**config.mk**
```make
export PLATFORM = sky130hd
export DESIGN_NAME = mcs4_timing_engine
export DESIGN_NICKNAME = d
export VERILOG_FILES = /design/src/rtl/mcs4_timing_engine.sv
export SDC_FILE = /design/constraint.sdc
export NUM_CORES = 1
export LEC_CHECK = 0
export CORE_MARGIN = 8
export CORE_UTILIZATION = 49
export CTS_CLUSTER_DIAMETER = 80
export DETAILED_ROUTE_END_ITERATION = 8
export PLACE_DENSITY_LB_ADDON = 0.08
export SYNTH_ARGS = -nofsm -noshare
export SYNTH_HDL_FRONTEND = slang
export SYNTH_SLANG_ARGS = --single-unit
```
**constraint.sdc**
```tcl
create_clock -name sysclk -period 2 [get_ports sysclk]
set_input_delay 0.3 -clock sysclk [delete_from_list [all_inputs] [get_ports sysclk]]
set_output_delay 0.3 -clock sysclk [all_outputs]
set_load 0.1 [all_outputs]
```
**src/rtl/mcs4_timing_engine.sv**
```systemverilog
`default_nettype none
// +--------------------------------------------------------------------------+
// | mcs4_timing_engine                                                        |
// | Two-phase clk1/clk2 generator plus 8-subcycle MCS-4 instruction timing,   |
// | acting as sync master or as a supervising sync slave.                     |
// | Optional build macro: MCS4_SYNC_WATCHDOG_EN (slave sync-loss watchdog).   |
// | Revision: 1.0                                                             |
// +--------------------------------------------------------------------------+
module mcs4_timing_engine #(
  parameter int MASTER      = 1,
  parameter int CLK1_TICKS  = 8,
  parameter int GAP12_TICKS = 4,
  parameter int CLK2_TICKS  = 8,
  parameter int GAP21_TICKS = 7,
  parameter int LOCK_COUNT  = 2
) (
  input  logic       sysclk,
  input  logic       rst_n,
  input  logic       sync_in,
  output logic       clk1,
  output logic       clk2,
  output logic [7:0] cycle,
  output logic       ph1_stb,
  output logic       ph2_stb,
  output logic       sync_out,
  output logic       locked,
  output logic       sync_err
);

  localparam int c_period = CLK1_TICKS + GAP12_TICKS + CLK2_TICKS + GAP21_TICKS;
  localparam int c_tick_w = $clog2(c_period);
  localparam int c_cnt_w  = $clog2(LOCK_COUNT + 1);

  localparam logic [c_tick_w-1:0] c_last_tick = c_tick_w'(c_period - 1);
  localparam logic [c_tick_w-1:0] c_clk1_end  = c_tick_w'(CLK1_TICKS);
  localparam logic [c_tick_w-1:0] c_ph1_tick  = c_tick_w'(CLK1_TICKS - 1);
  localparam logic [c_tick_w-1:0] c_clk2_beg  = c_tick_w'(CLK1_TICKS + GAP12_TICKS);
  localparam logic [c_tick_w-1:0] c_clk2_end  = c_tick_w'(CLK1_TICKS + GAP12_TICKS + CLK2_TICKS);
  localparam logic [c_tick_w-1:0] c_ph2_tick  = c_tick_w'(CLK1_TICKS + GAP12_TICKS + CLK2_TICKS - 1);
  localparam logic [c_cnt_w-1:0]  c_lock_cnt  = c_cnt_w'(LOCK_COUNT);
  localparam logic [7:0]          c_sub_a1    = 8'h01;
  localparam logic [7:0]          c_sub_x3    = 8'h80;

  logic                r_run;
  logic [c_tick_w-1:0] r_tick;
  logic [c_cnt_w-1:0]  r_good_cnt;

  logic                w_boundary;
  logic                w_start;
  logic [c_tick_w-1:0] w_next_tick;
  logic [7:0]          w_next_cycle;
  logic [c_cnt_w-1:0]  w_next_good;
  logic                w_next_locked;
  logic                w_err;

  // The first edge after reset opens A1 without counting as a sampled wrap.
  assign w_boundary = r_run && (r_tick == c_last_tick);
  assign w_start    = !r_run || w_boundary;

`ifdef MCS4_SYNC_WATCHDOG_EN
  logic [4:0] r_wd_cnt;
  logic [4:0] w_next_wd;
`endif

  always_comb begin
    w_next_tick   = w_start ? '0 : r_tick + 1'b1;
    w_next_cycle  = w_start ? {cycle[6:0], cycle[7]} : cycle;
    w_next_good   = r_good_cnt;
    w_next_locked = locked;
    w_err         = 1'b0;

    if (MASTER == 0 && w_boundary) begin
      if (sync_in && cycle == c_sub_x3) begin
        if (r_good_cnt < c_lock_cnt)
          w_next_good = r_good_cnt + 1'b1;
      end else if (sync_in || cycle == c_sub_x3) begin
        // Misplaced or missing sync: realign the subcycle only.
        w_next_cycle = c_sub_a1;
        w_next_good  = '0;
        w_err        = 1'b1;
      end
      w_next_locked = (w_next_good >= c_lock_cnt);
    end

`ifdef MCS4_SYNC_WATCHDOG_EN
    w_next_wd = r_wd_cnt;
    if (MASTER == 0 && w_boundary) begin
      if (sync_in) begin
        w_next_wd = '0;
      end else if (r_wd_cnt != 5'd16) begin
        w_next_wd = r_wd_cnt + 1'b1;
        if (r_wd_cnt == 5'd15) begin
          w_err         = 1'b1;
          w_next_good   = '0;
          w_next_locked = 1'b0;
        end
      end
    end
`endif
  end

  always_ff @(posedge sysclk or negedge rst_n) begin
    if (!rst_n) begin
      r_run      <= 1'b0;
      r_tick     <= '0;
      r_good_cnt <= '0;
      clk1       <= 1'b0;
      clk2       <= 1'b0;
      cycle      <= c_sub_x3;
      ph1_stb    <= 1'b0;
      ph2_stb    <= 1'b0;
      sync_out   <= 1'b0;
      sync_err   <= 1'b0;
      locked     <= (MASTER != 0);
    end else begin
      r_run      <= 1'b1;
      r_tick     <= w_next_tick;
      r_good_cnt <= w_next_good;
      clk1       <= (w_next_tick < c_clk1_end);
      clk2       <= (w_next_tick >= c_clk2_beg) && (w_next_tick < c_clk2_end);
      cycle      <= w_next_cycle;
      ph1_stb    <= (w_next_tick == c_ph1_tick);
      ph2_stb    <= (w_next_tick == c_ph2_tick);
      sync_out   <= (MASTER != 0) && (w_next_cycle == c_sub_x3);
      sync_err   <= (MASTER == 0) && w_err;
      locked     <= (MASTER != 0) ? 1'b1 : w_next_locked;
    end
  end

`ifdef MCS4_SYNC_WATCHDOG_EN
  always_ff @(posedge sysclk or negedge rst_n) begin
    if (!rst_n)
      r_wd_cnt <= '0;
    else
      r_wd_cnt <= w_next_wd;
  end
`endif

endmodule
`default_nettype wire

```
==> run summary <==
dpl hpwl = 1130 um
mux share of post-synthesis cell area = 9.63%
largest family of logic cells by synthesized area = simple AND/OR/NAND/NOR gates
Die X = 59.7 um
final std cells w/o fill = 114
Main synth FF type = dfrtp_1
Setup crit start kind = register
fin crit period = 1.67 ns
Synth Instances = 73
CTS Buf Count = 3
CP max-delay cell = dfrtp_1
max cap viols = 0
RSZ-0062 raised after global routing = false
Pre-Repair DR Iteration Count = 2
reg2reg path depth = 6
Vias/cell = 5.12
Boundary Pins = 18
largest area contributor in the netlist = dfrtp_1
total track usage = 10.5%
CP Max Fanout = 16
DR vias = 584
Post-CTS Setup Inserts = 0
Layout Nets = 93
clock-pin slew on the worst setup and hold paths = 0.10 ns
Synth Area in Compound Gates = 7.22%
Initial Utilization = 49.7%
Routed WL = 1590 um
die footprint = 3560 um2
Inst Count DP = 110
status = finished clean
Post-synth ARST share = 100%
highest clock rate = 597 MHz
Max Root-Sink Buffers = 2
Post-DRT Antenna Nets = 0
flops & latches, synth = 19
clock tree sinks = 19
Fill cells = 163
WP data arrival = 1.86 ns
post-synthesis simple-gate area fraction = 19.8%
Antenna Cells = 0
mapped cell area = 936 um2
drt wl/cell = 14.0 um
floorplan row count = 16
synth unique cells = 32
DRC = 0
setup_tns = 0 ns
hold crit path type = input pin to asynchronous set/reset pin
Remaining Overflow, GRT = 0
final setup violation count = 0
Max stage delay on crit path = 0.45 ns
clock skew = 0.00187 ns
Yosys warning count = 0
Clock Tree Root = clkbuf_4
Post-synth EDFFs = 0
post-synthesis adder-cell area fraction = 2.67%
CP endpoint kind = register
share of cells above drive strength 1 = 37.9%
final hold vios = 0
Syn Area/Cell = 12.8 um2
most frequent cell after synthesis = dfrtp_1
Max IR drop VDD = 0.377 mV
Post-CTS Resized = 0
Seq/Total Area, Yosys = 50.9%
CTS tree = done
Area Overhead vs Synth = 15.1%
xor-xnor portion of the synthesized cell area = 2.81%
Clock Latency Late Sink = 0.29 ns
DR iter-0 viols = 7
H-tree depth = 1
first-pass GRT wire length = 2830 um
hold_buf cts = 0
Die Y = 59.7 um
vias in the first global route = 616
most frequent cells after synthesis = dfrtp_1, mux2_2, nor2_1
power per cell area = 614 nW/um2
Req. time, crit path = 2.19 ns
initial antenna violation count = 0
Area contributors post-synth = dfrtp_1, mux2_2, a2111oi_4
GP Congestion = 0.724
largest net degree at the start of global routing = 20
LEAKAGE = 0.000537 uW
CORE AREA = 1880 um2
Yosys top cell area share = 48.1%
Critical Path, Cell by Cell = inv_1 -> ha_1 -> nand4b_4 -> nand2_4 -> nand3b_4 -> a2111oi_4
critical path class = register to register
Port-buffer cells = 14
Pins Over Slew Limit = 0
Final Cycle Share = 83.7%
path summary, 6_finish.rpt:
kind	slack, ns	from	to
hold reg to reg	0.54	cycle[1]	sync_out
hold / removal	0.34	rst_n	ph1_stb
setup / recovery	0.33	r_tick[0]	sync_out
max in group asynchronous	1.40	rst_n	cycle[7]
setup reg to reg	0.33	r_tick[0]	sync_out
min in group sysclk	0.54	cycle[1]	sync_out
critical path, delay by kind of cell, from the launching register on:
family / cells / cell delay [ns]
AOI/OAI and AO/OA: 1 / 0.36
buffers and inverters: 1 / 0.08
and+or+nand+nor: 3 / 0.48
adders and majority gates: 1 / 0.20
DFF: 1 / 0.45
report_power, final:
group	total, uW	internal [uW]	leakage, uW	switching (uW)
combinational	73.8	20.0	0.000270	53.8
sequential	401	391	0.000252	9.60
clock	187	77.6	0.0000150	109
total	661	489	0.000537	173
layer usage:
layer / up-vias / GRT usage (%) / part of all wire (%)
met2: 13 / 16.3 / 47
met1: 291 / 11.9 / 44
met5: - / 0 / 0
met3: 4 / 3.23 / 6.4
met4: 0 / 7.48 / 2.4
li1: 276 / - / -
placed cells by master, fill, tap and decap left out, types with 2 or more instances in the layout:
cell / netlist / layout
dfrtp_1: 18 / 18
ha_1: 2 / 2
mux2_2: 8 / 8
nand2_1: 3 / 3
nand4b_1: 2 / 2
xnor2_1: 2 / 2
buf_4: 3 / 13
nor2_1: 7 / 7
conb_1: 2 / 3
clkbuf_4: 0 / 3
o21ai_0: 2 / 2
inv_1: 2 / 2
flip-flops by register name (all words and copies together), names as in the netlist:
name / cells
cycle: 8
r_tick: 5
clk1: 1
clk2: 1
ph1_stb: 1
ph2_stb: 1
r_run: 1
sync_out: 1
cell families (layout without fill, tap and decap cells):
logic type | Yosys count | in the layout
muxes | 8 | 8
and+or+nand+nor | 24 | 24
xor gates and xnor gates | 3 | 3
buffers and inverters | 8 | 21
AOI/OAI and AO/OA | 7 | 7
DFF | 19 | 19
other | 2 | 3
adders and majority gates | 2 | 2
through the flow:
stage / utilization [%] / total power [uW] / instance area (um2) / hold slack [ns] / setup slack (ns)
after floorplan: - / 470 / 940 / 0.00441 / 0.177
after global placement: 55.9 / 481 / 1050 / 0.500 / 0.388
after detailed placement: 55.9 / 483 / 1050 / 0.527 / 0.337
after CTS: 57.2 / 672 / 1080 / 0.334 / 0.313
after global routing: 57.2 / 694 / 1080 / 0.367 / 0.223
final: 57.2 / 661 / 1080 / 0.338 / 0.325
cell type report:
cell class	instances	area, um2	area share (%)
multi-input cells	47	405	37.6
repair buffers	15	128	11.8
well taps	27	33.8	3.14
flip-flops and latches	19	477	44.3
clock buffers	4	26.3	2.44
inverters	2	7.51	0.697
Power figures use the tool's default switching activity.
